$ cat config.mk
export PLATFORM = sky130hd
export DESIGN_NAME = pc_stack_seq_flat
export DESIGN_NICKNAME = d
export VERILOG_FILES = /design/src/rtl/pc_stack_seq_if.sv /design/src/rtl/pc_stack_seq.sv /design/src/flat_wrapper.sv
export SDC_FILE = /design/constraint.sdc
export NUM_CORES = 1
export LEC_CHECK = 0
export BUFFER_PORTS_ARGS = -buffer_cell sky130_fd_sc_hd__buf_2
export CAP_MARGIN = 20
export CORE_MARGIN = 5
export CORE_UTILIZATION = 45
export CTS_CLUSTER_DIAMETER = 50
export DETAILED_ROUTE_END_ITERATION = 6
export PLACE_DENSITY = 0.71
export SLEW_MARGIN = 20
export SYNTH_ARGS = -nofsm -noshare
export SYNTH_HDL_FRONTEND = slang
export SYNTH_SLANG_ARGS = --single-unit
$ cat constraint.sdc
create_clock -name clk_i -period 4.3 [get_ports clk_i]
set_clock_uncertainty 0.15 [all_clocks]
set_input_delay 1.075 -clock clk_i [delete_from_list [all_inputs] [get_ports clk_i]]
set_output_delay 1.075 -clock clk_i [all_outputs]
set_load 0.02 [all_outputs]
$ cat src/rtl/pc_stack_seq_if.sv
// Decoder-to-sequencer bundle: control strobes and targets in, PC and stack status out.
// The master is the decoder side; the slave is the sequencer.
interface pc_stack_seq_if #(
  parameter int unsigned ADDR_W      = 6,
  parameter int unsigned STACK_DEPTH = 4
) ();
  localparam int unsigned DepthW = $clog2(STACK_DEPTH + 1);

  logic              en;
  logic              jmp;
  logic [ADDR_W-1:0] jmp_adrs;
  logic              br;
  logic [ADDR_W-1:0] br_off;
  logic              call;
  logic              ret;
  logic [ADDR_W-1:0] pcout;
  logic [DepthW-1:0] depth;
  logic              stack_full;
  logic              stack_empty;
  logic              ovf;
  logic              unf;

  modport master (
    output en, jmp, jmp_adrs, br, br_off, call, ret,
    input  pcout, depth, stack_full, stack_empty, ovf, unf
  );

  modport slave (
    input  en, jmp, jmp_adrs, br, br_off, call, ret,
    output pcout, depth, stack_full, stack_empty, ovf, unf
  );
endinterface

$ cat src/rtl/pc_stack_seq.sv
// Program-counter sequencer with increment, jump, relative branch and a call/return stack.
// Priority when enabled: ret > call > jmp > br > increment; all outputs are registered.
module pc_stack_seq #(
  parameter int unsigned       ADDR_W      = 6,
  parameter int unsigned       STACK_DEPTH = 4,
  parameter logic [ADDR_W-1:0] RESET_VEC   = '0
) (
  input logic           clk_i,
  input logic           rst_ni,
  pc_stack_seq_if.slave bus
);
  localparam int unsigned DepthW = $clog2(STACK_DEPTH + 1);
  localparam int unsigned IdxW   = (STACK_DEPTH > 1) ? $clog2(STACK_DEPTH) : 1;

  logic [ADDR_W-1:0] pc_q, pc_d;
  logic [DepthW-1:0] depth_q, depth_d;
  logic              ovf_q, ovf_d;
  logic              unf_q, unf_d;
  logic [ADDR_W-1:0] stack_q [STACK_DEPTH];

  logic [ADDR_W-1:0] pc_inc;
  logic              full, empty, push;
  logic [IdxW-1:0]   top_idx, push_idx;

  assign pc_inc   = pc_q + ADDR_W'(1);
  assign full     = (depth_q == DepthW'(STACK_DEPTH));
  assign empty    = (depth_q == '0);
  // Only read when non-empty and only written when not full, so truncation is safe.
  assign top_idx  = IdxW'(depth_q - DepthW'(1));
  assign push_idx = IdxW'(depth_q);

  always_comb begin
    pc_d    = pc_q;
    depth_d = depth_q;
    ovf_d   = ovf_q;
    unf_d   = unf_q;
    push    = 1'b0;
    if (bus.en) begin
      if (bus.ret) begin
        if (!empty) begin
          pc_d    = stack_q[top_idx];
          depth_d = depth_q - DepthW'(1);
        end else begin
          pc_d  = pc_inc;
          unf_d = 1'b1;
        end
      end else if (bus.call) begin
        pc_d = bus.jmp_adrs;
        if (!full) begin
          push    = 1'b1;
          depth_d = depth_q + DepthW'(1);
        end else begin
          ovf_d = 1'b1;
        end
      end else if (bus.jmp) begin
        pc_d = bus.jmp_adrs;
      end else if (bus.br) begin
        // Same-width modulo add is identical to adding the sign-extended offset.
        pc_d = pc_q + bus.br_off;
      end else begin
        pc_d = pc_inc;
      end
    end
  end

  always_ff @(posedge clk_i or negedge rst_ni) begin
    if (!rst_ni) begin
      pc_q    <= RESET_VEC;
      depth_q <= '0;
      ovf_q   <= 1'b0;
      unf_q   <= 1'b0;
    end else begin
      pc_q    <= pc_d;
      depth_q <= depth_d;
      ovf_q   <= ovf_d;
      unf_q   <= unf_d;
    end
  end

  // Stack contents are don't-care after reset, so the array carries no reset.
  always_ff @(posedge clk_i) begin
    if (push) begin
      stack_q[push_idx] <= pc_inc;
    end
  end

  assign bus.pcout       = pc_q;
  assign bus.depth       = depth_q;
  assign bus.stack_full  = full;
  assign bus.stack_empty = empty;
  assign bus.ovf         = ovf_q;
  assign bus.unf         = unf_q;
endmodule

$ cat src/flat_wrapper.sv
// flat-port wrapper written by rule: the top's interface ports become plain ports
module pc_stack_seq_flat 
#(
  parameter int unsigned       ADDR_W      = 6,
  parameter int unsigned       STACK_DEPTH = 4,
  parameter logic [ADDR_W-1:0] RESET_VEC   = '0
)
  (clk_i, rst_ni, bus_en, bus_jmp, bus_jmp_adrs, bus_br, bus_br_off, bus_call, bus_ret, bus_pcout, bus_depth, bus_stack_full, bus_stack_empty, bus_ovf, bus_unf);
  pc_stack_seq_if #(.ADDR_W(ADDR_W), .STACK_DEPTH(STACK_DEPTH)) bus_i ();
  input logic clk_i;
  input logic rst_ni;
  input wire logic [$bits(bus_i.en)-1:0] bus_en;
  input wire logic [$bits(bus_i.jmp)-1:0] bus_jmp;
  input wire logic [$bits(bus_i.jmp_adrs)-1:0] bus_jmp_adrs;
  input wire logic [$bits(bus_i.br)-1:0] bus_br;
  input wire logic [$bits(bus_i.br_off)-1:0] bus_br_off;
  input wire logic [$bits(bus_i.call)-1:0] bus_call;
  input wire logic [$bits(bus_i.ret)-1:0] bus_ret;
  output wire logic [$bits(bus_i.pcout)-1:0] bus_pcout;
  output wire logic [$bits(bus_i.depth)-1:0] bus_depth;
  output wire logic [$bits(bus_i.stack_full)-1:0] bus_stack_full;
  output wire logic [$bits(bus_i.stack_empty)-1:0] bus_stack_empty;
  output wire logic [$bits(bus_i.ovf)-1:0] bus_ovf;
  output wire logic [$bits(bus_i.unf)-1:0] bus_unf;
  assign bus_i.en = bus_en;
  assign bus_i.jmp = bus_jmp;
  assign bus_i.jmp_adrs = bus_jmp_adrs;
  assign bus_i.br = bus_br;
  assign bus_i.br_off = bus_br_off;
  assign bus_i.call = bus_call;
  assign bus_i.ret = bus_ret;
  assign bus_pcout = bus_i.pcout;
  assign bus_depth = bus_i.depth;
  assign bus_stack_full = bus_i.stack_full;
  assign bus_stack_empty = bus_i.stack_empty;
  assign bus_ovf = bus_i.ovf;
  assign bus_unf = bus_i.unf;
  pc_stack_seq #(.ADDR_W(ADDR_W), .STACK_DEPTH(STACK_DEPTH), .RESET_VEC(RESET_VEC)) u_core (.clk_i(clk_i), .rst_ni(rst_ni), .bus(bus_i));
endmodule
* Word-level counts from Yosys, hierarchy flattened
Memory sizes are Yosys's and may differ from the RTL's.
Index checks and enable logic that the tools add are counted.
** Storage, ports and cells
- Memory bits (read-only) :: 0
- RAM bits :: 24
- Bits in latches :: 0
- Flip-flop bits (word level) :: 11
- Memories :: 1
- Bits of input ports :: 19
- Logic and storage cells :: 33
** Cells by class
- $add $sub $neg :: 4
- Reduce and logical (&&, ||, !) cells :: 5
- $lt $le $gt $ge :: 0
- Shifts and indexed selects :: 0
- Eq/ne operators :: 3
- Multiply operators :: 0
- Bitwise operators :: 1
- Divide/modulo/power cells :: 0
- Mux-type cells :: 15
** Memory list
- u_core.stack_q :: words 4, width 6, rd ports 1, clocked after Yosys merged registers in 0, wr ports 1, line pc_stack_seq.sv:19 : logic [ADDR_W-1:0] stack_q [STACK_DEPTH];
** Operator list (number)
- 2-to-1 mux 6 bit :: 5
- 2-to-1 mux 3 bit :: 4
- AND reduction 4 bit :: 2
- adder 6 x 1 -> 6 bit (second input constant) :: 1
- adder 6 bit :: 1
- 2-to-1 mux 1 bit :: 6
- inequality test 2 bit (second input constant) :: 2
- adder 3 x 1 -> 3 bit (second input constant) :: 1
- == test 3 bit (second input constant) :: 1
- logical NOT 3 bit :: 1
- AND reduction 3 bit :: 1
- subtractor 3 x 1 -> 3 bit (second input constant) :: 1
- nonzero test 2 bit :: 1
- NOT 1 bit :: 1

* Depth between registers and ports, before layout
- Word-level depth :: 7
- Depth in mapped cells :: 9
- Depth with buffers taken out :: 8

* Least setup slack after synthesis
No wires, ideal clock.
- Kind :: input to register
- Start point :: input port bus_br_off[0]
- End point :: register u_core.pc_q[4], in the netlist u_core.bus.pcout[4]
- Library setup time :: 76 ps
- Data arrival time :: 2243 ps
- Setup slack :: 1830 ps
- Stages on the path :: 8
- Path buffers :: 0
- Path through :: ha_1 inv_1 fa_1 nand2b_1 a21oi_1 xor2_1 o21ai_0 o21ai_1
** On the way
- Cells in the longest elaborated chain, start to end :: 5
** RTL lines
- start: declaration :: line flat_wrapper.sv:16 : input wire logic [$bits(bus_i.br_off)-1:0] bus_br_off;
- adder 6 bit :: line pc_stack_seq.sv:59 : pc_d = pc_q + bus.br_off;
- 2-to-1 mux 6 bit :: line pc_stack_seq.sv:57 : end else if (bus.br) begin
- 2-to-1 mux 6 bit :: line pc_stack_seq.sv:55 : end else if (bus.jmp) begin
- 2-to-1 mux 6 bit :: line pc_stack_seq.sv:47 : end else if (bus.call) begin
- 2-to-1 mux 6 bit :: line pc_stack_seq.sv:39 : if (bus.ret) begin
- end signal: assignment :: line pc_stack_seq.sv:73 : pc_q <= pc_d;
- end: declaration :: line pc_stack_seq.sv:15 : logic [ADDR_W-1:0] pc_q, pc_d;
Every way passes these cells.
A chain may end at the register's enable or synchronous reset.

* Worst setup path after layout
- Start point :: register u_core.depth_q[0], in the netlist u_core.bus.depth[0]
- End point :: output port bus_stack_empty
** On the way
- Cells in the longest elaborated chain, start to end :: 1
** RTL lines
- start: declaration :: line pc_stack_seq.sv:16 : logic [DepthW-1:0] depth_q, depth_d;
- start signal: assignment :: line pc_stack_seq.sv:74 : depth_q <= depth_d;
- logical NOT 3 bit :: line pc_stack_seq.sv:27 : assign empty = (depth_q == '0);
- end: declaration :: line flat_wrapper.sv:22 : output wire logic [$bits(bus_i.stack_empty)-1:0] bus_stack_empty;
Every way passes these cells.

==> results.sh <==
export IMPL_ant_nets=0
export IMPL_antenna_cells=0
export IMPL_hold_end="u_core.bus.ovf$_DFFE_PN0P_"
export IMPL_gp_congestion=0.811
export IMPL_worst_skew_pair_late_latency_ns=0.29
export IMPL_reg2reg_to="u_core.bus.depth[2]$_DFFE_PN0P_"
export IMPL_ctsResizeCount=0
export IMPL_seqCellArea_sq_um=996
export IMPL_timing_hold_ws_ns=0.331
export IMPL_viasPerCell=5.50
export IMPL_nets=233
export IMPL_clockBufferDepth=2
export IMPL_instances_no_fill=254
export IMPL_holdCritPathClass="register to register"
export IMPL_synth_area_leader_cell="edfxtp_1"
export IMPL_critPathLaunchType="register"
export IMPL_fin_crit_sh_pct=73.0
export IMPL_cp_required_ns=3.07
export IMPL_path_class="register to output pin"
export IMPL_p_leak_uw=0.000915
export IMPL_chipHeight_microns=76.6
export IMPL_synth_top_flop_cell="edfxtp_1"
export IMPL_cts_root_buf="clkbuf_8"
export IMPL_cellPowerDensity_nw_per_um2=647
export IMPL_slowest_stage="dfrtp_1"
export IMPL_drv_slew=0
export IMPL_ir_drop_mv=0.301
export IMPL_fmax_mhz=319
export IMPL_port_buffers=31
export IMPL_holdPathStages=1
export IMPL_synth_fp_nets=204
export IMPL_final_util_pct=52.3
export IMPL_final_hold_viol_count=0
export IMPL_ios=32
export IMPL_coreArea_sq_um=4320
export IMPL_max_cap_viol_count=0
export IMPL_synthToLayoutAreaGrowth_pct=13.3
export IMPL_worst_slew_pin_slew_ns=0.665
export IMPL_setup_ws_ns=1.16
export IMPL_slowest_delay_ns=0.66
export IMPL_rows=24
export IMPL_arrival_ns=1.91
export IMPL_cts_sinks=35
export IMPL_met3_usage_pct=4.14
export IMPL_ys_ff_latch=35
export IMPL_yosysUniqueCellTypes=39
export IMPL_syn_avg_cell_area_sq_um=11.6
export IMPL_synthArstFlopShare_pct=31.4
export IMPL_finalCriticalPeriod_ns=3.14
export IMPL_use_met2_pct=23.2
export IMPL_layout_drive_gt1_share_pct=22.3
export IMPL_path_clk_slew_ns=0.08
export IMPL_drtIter0Drc=125
export IMPL_r2r_cells=8
export IMPL_yosys_top_cells_area="edfxtp_1 (36%), dfrtp_1 (14%), ha_1 (7.5%)"
export IMPL_grt_pass1_vias=1404
export IMPL_grt_start_max_net_pins=19
export IMPL_drcViolationCount=0
export IMPL_grt_usage_pct=14.4
export IMPL_die_area_sq_um=5870
export IMPL_vias=1396
export IMPL_path_cells="inv_1 -> ha_1 -> ha_1 -> buf_2"
export IMPL_multiInputGateArea_sq_um=918
export IMPL_grt_first_pass_wirelength_microns=6800
export IMPL_die_w_microns=76.6
export IMPL_dp_hpwl_microns=3040
export IMPL_wl_per_cell_microns=15.6
export IMPL_met1_usage_pct=18.6
export IMPL_place_ws_ns=1.46
export IMPL_htreeDepth=2
export IMPL_ys_seq_area_share_pct=49.9
export IMPL_start_util_pct=46.2
export IMPL_syn_area_sq_um=2000
export IMPL_synthesis_instances=172
export IMPL_antenna_found_initial=0
export IMPL_placed_cells=246
export IMPL_routed_wl_microns=3960
export IMPL_r2r_setup_slack_ns=1.76
export IMPL_busiest_layer="met2"
export IMPL_status="completed"
export IMPL_post_synth_top_area_fraction_pct=36.1
export IMPL_end_kind="output pin"
export IMPL_tns_ns=0
export IMPL_cp_max_fo=13
export IMPL_cpMostUsedCell="ha_1"
export IMPL_synth_edf_count=24
export IMPL_postCtsSetupRepairBufs=0
export IMPL_r2r_start="u_core.bus.depth[0]$_DFFE_PN0P_"
export IMPL_cts_tree="yes"
export IMPL_n_fill_cell=387
export IMPL_final_setup_viol_count=0
export IMPL_min_from="u_core.bus.ovf$_DFFE_PN0P_"
export IMPL_rsz0062_at_grt="no"
export IMPL_cts_made_buffers=5
export IMPL_slew_headroom_pct=55.5
export IMPL_overflow=0
export IMPL_cts_hold_buffers=0
export IMPL_dr_pass1_iters=4
export IMPL_synth_warnings=0
==> metal layers <==
| layer | vias to the layer above | wire, microns |
|---|---|---|
| met1 | 658 | 1840 |
| met2 | 38 | 1830 |
| met5 | - | 0 |
| met4 | 0 | 49 |
| met3 | 7 | 236 |
| li1 | 693 | - |
==> cell usage in the layout (no fill, tap or decap), drive strengths merged, types with 6 or more instances in the layout <==
| cell | Yosys | final |
|---|---|---|
| buf | 3 | 31 |
| edfxtp | 24 | 24 |
| nor2 | 16 | 16 |
| ha | 12 | 12 |
| dfrtp | 11 | 11 |
| o21ai | 11 | 11 |
| inv | 10 | 10 |
| nand2 | 7 | 7 |
| a21oi | 7 | 7 |
| nand3 | 6 | 6 |
==> flip-flops by register name, indices dropped and copies added (netlist names) <==
name              count
u_core.bus.ovf        1
u_core.bus.depth      3
u_core.bus.unf        1
u_core.bus.pcout      6
u_core.stack_q       24
==> stage by stage <==
| stage | instance area, sq um | power [uW] |
|---|---|---|
| 2_1_floorplan | 2000 | 1060 |
| 3_3_place_gp | 2170 | 1230 |
| 3_5_place_dp | 2170 | 1240 |
| 4_1_cts | 2260 | 1480 |
| 5_1_grt | 2260 | 1570 |
| 6_report | 2260 | 1460 |
==> cell type report <==
| type | instances | area share (%) |
|---|---|---|
| inverter | 10 | 1.66 |
| tap | 52 | 2.88 |
| clock inverter | 3 | 0.885 |
| multi-input combinational | 118 | 40.6 |
| clock buffer | 5 | 3.04 |
| timing repair buffer | 31 | 6.86 |
| sequential | 35 | 44.1 |
==> cells in the mapped netlist, types with 3 or more instances <==
cell type and count:
mux4_1 3, xor2_1 5, ha_1 12, inv_1 10, a21oi_1 7, nor2_1 16, a31oi_1 4, nand3_1 6
nand2_1 7, and2_1 4, xnor2_1 5, mux2i_1 4, clkbuf_1 6, mux2_2 3, edfxtp_1 24, nor2b_1 5
dfrtp_1 11, o21ai_0 9
==> worst max path at each step <==
stage	start	endpoint	slack, ns
2_1_floorplan	bus_br_off[0]	u_core.bus.pcout[4]$_DFFE_PN0P_	1.83
3_3_place_gp	u_core.bus.depth[0]$_DFFE_PN0P_	bus_stack_empty	1.51
3_5_place_dp	u_core.bus.depth[0]$_DFFE_PN0P_	bus_stack_empty	1.46
4_1_cts	u_core.bus.depth[0]$_DFFE_PN0P_	bus_stack_empty	1.14
5_1_grt	u_core.bus.depth[0]$_DFFE_PN0P_	bus_stack_empty	1.02
6_report	u_core.bus.depth[0]$_DFFE_PN0P_	bus_stack_empty	1.16
==> power breakdown <==
group	switching, uW	internal [uW]
Sequential	86.6	477
Clock	122	113
Combinational	377	287
Total	586	877
==> critical path: cells and delay by family (launching register included) <==
| family | cells | cell delay, ns |
|---|---|---|
| DFF | 1 | 0.66 |
| adders and majority gates | 2 | 0.59 |
| buffers and inverters | 2 | 0.37 |
==> kinds of logic (layout without fill, tap and decap cells) <==
kind of cell / Yosys count / after routing / synth area share (%)
compound gates: 37 / 37 / 11.7
xor+xnor: 10 / 10 / 4.39
fa+ha+maj: 13 / 13 / 8.53
buf+inv: 19 / 49 / 4.08
flops: 35 / 35 / 49.9
mux: 12 / 12 / 9.91
simple gates: 46 / 46 / 11.5
No activity file was read; power rests on OpenSTA's default activity.
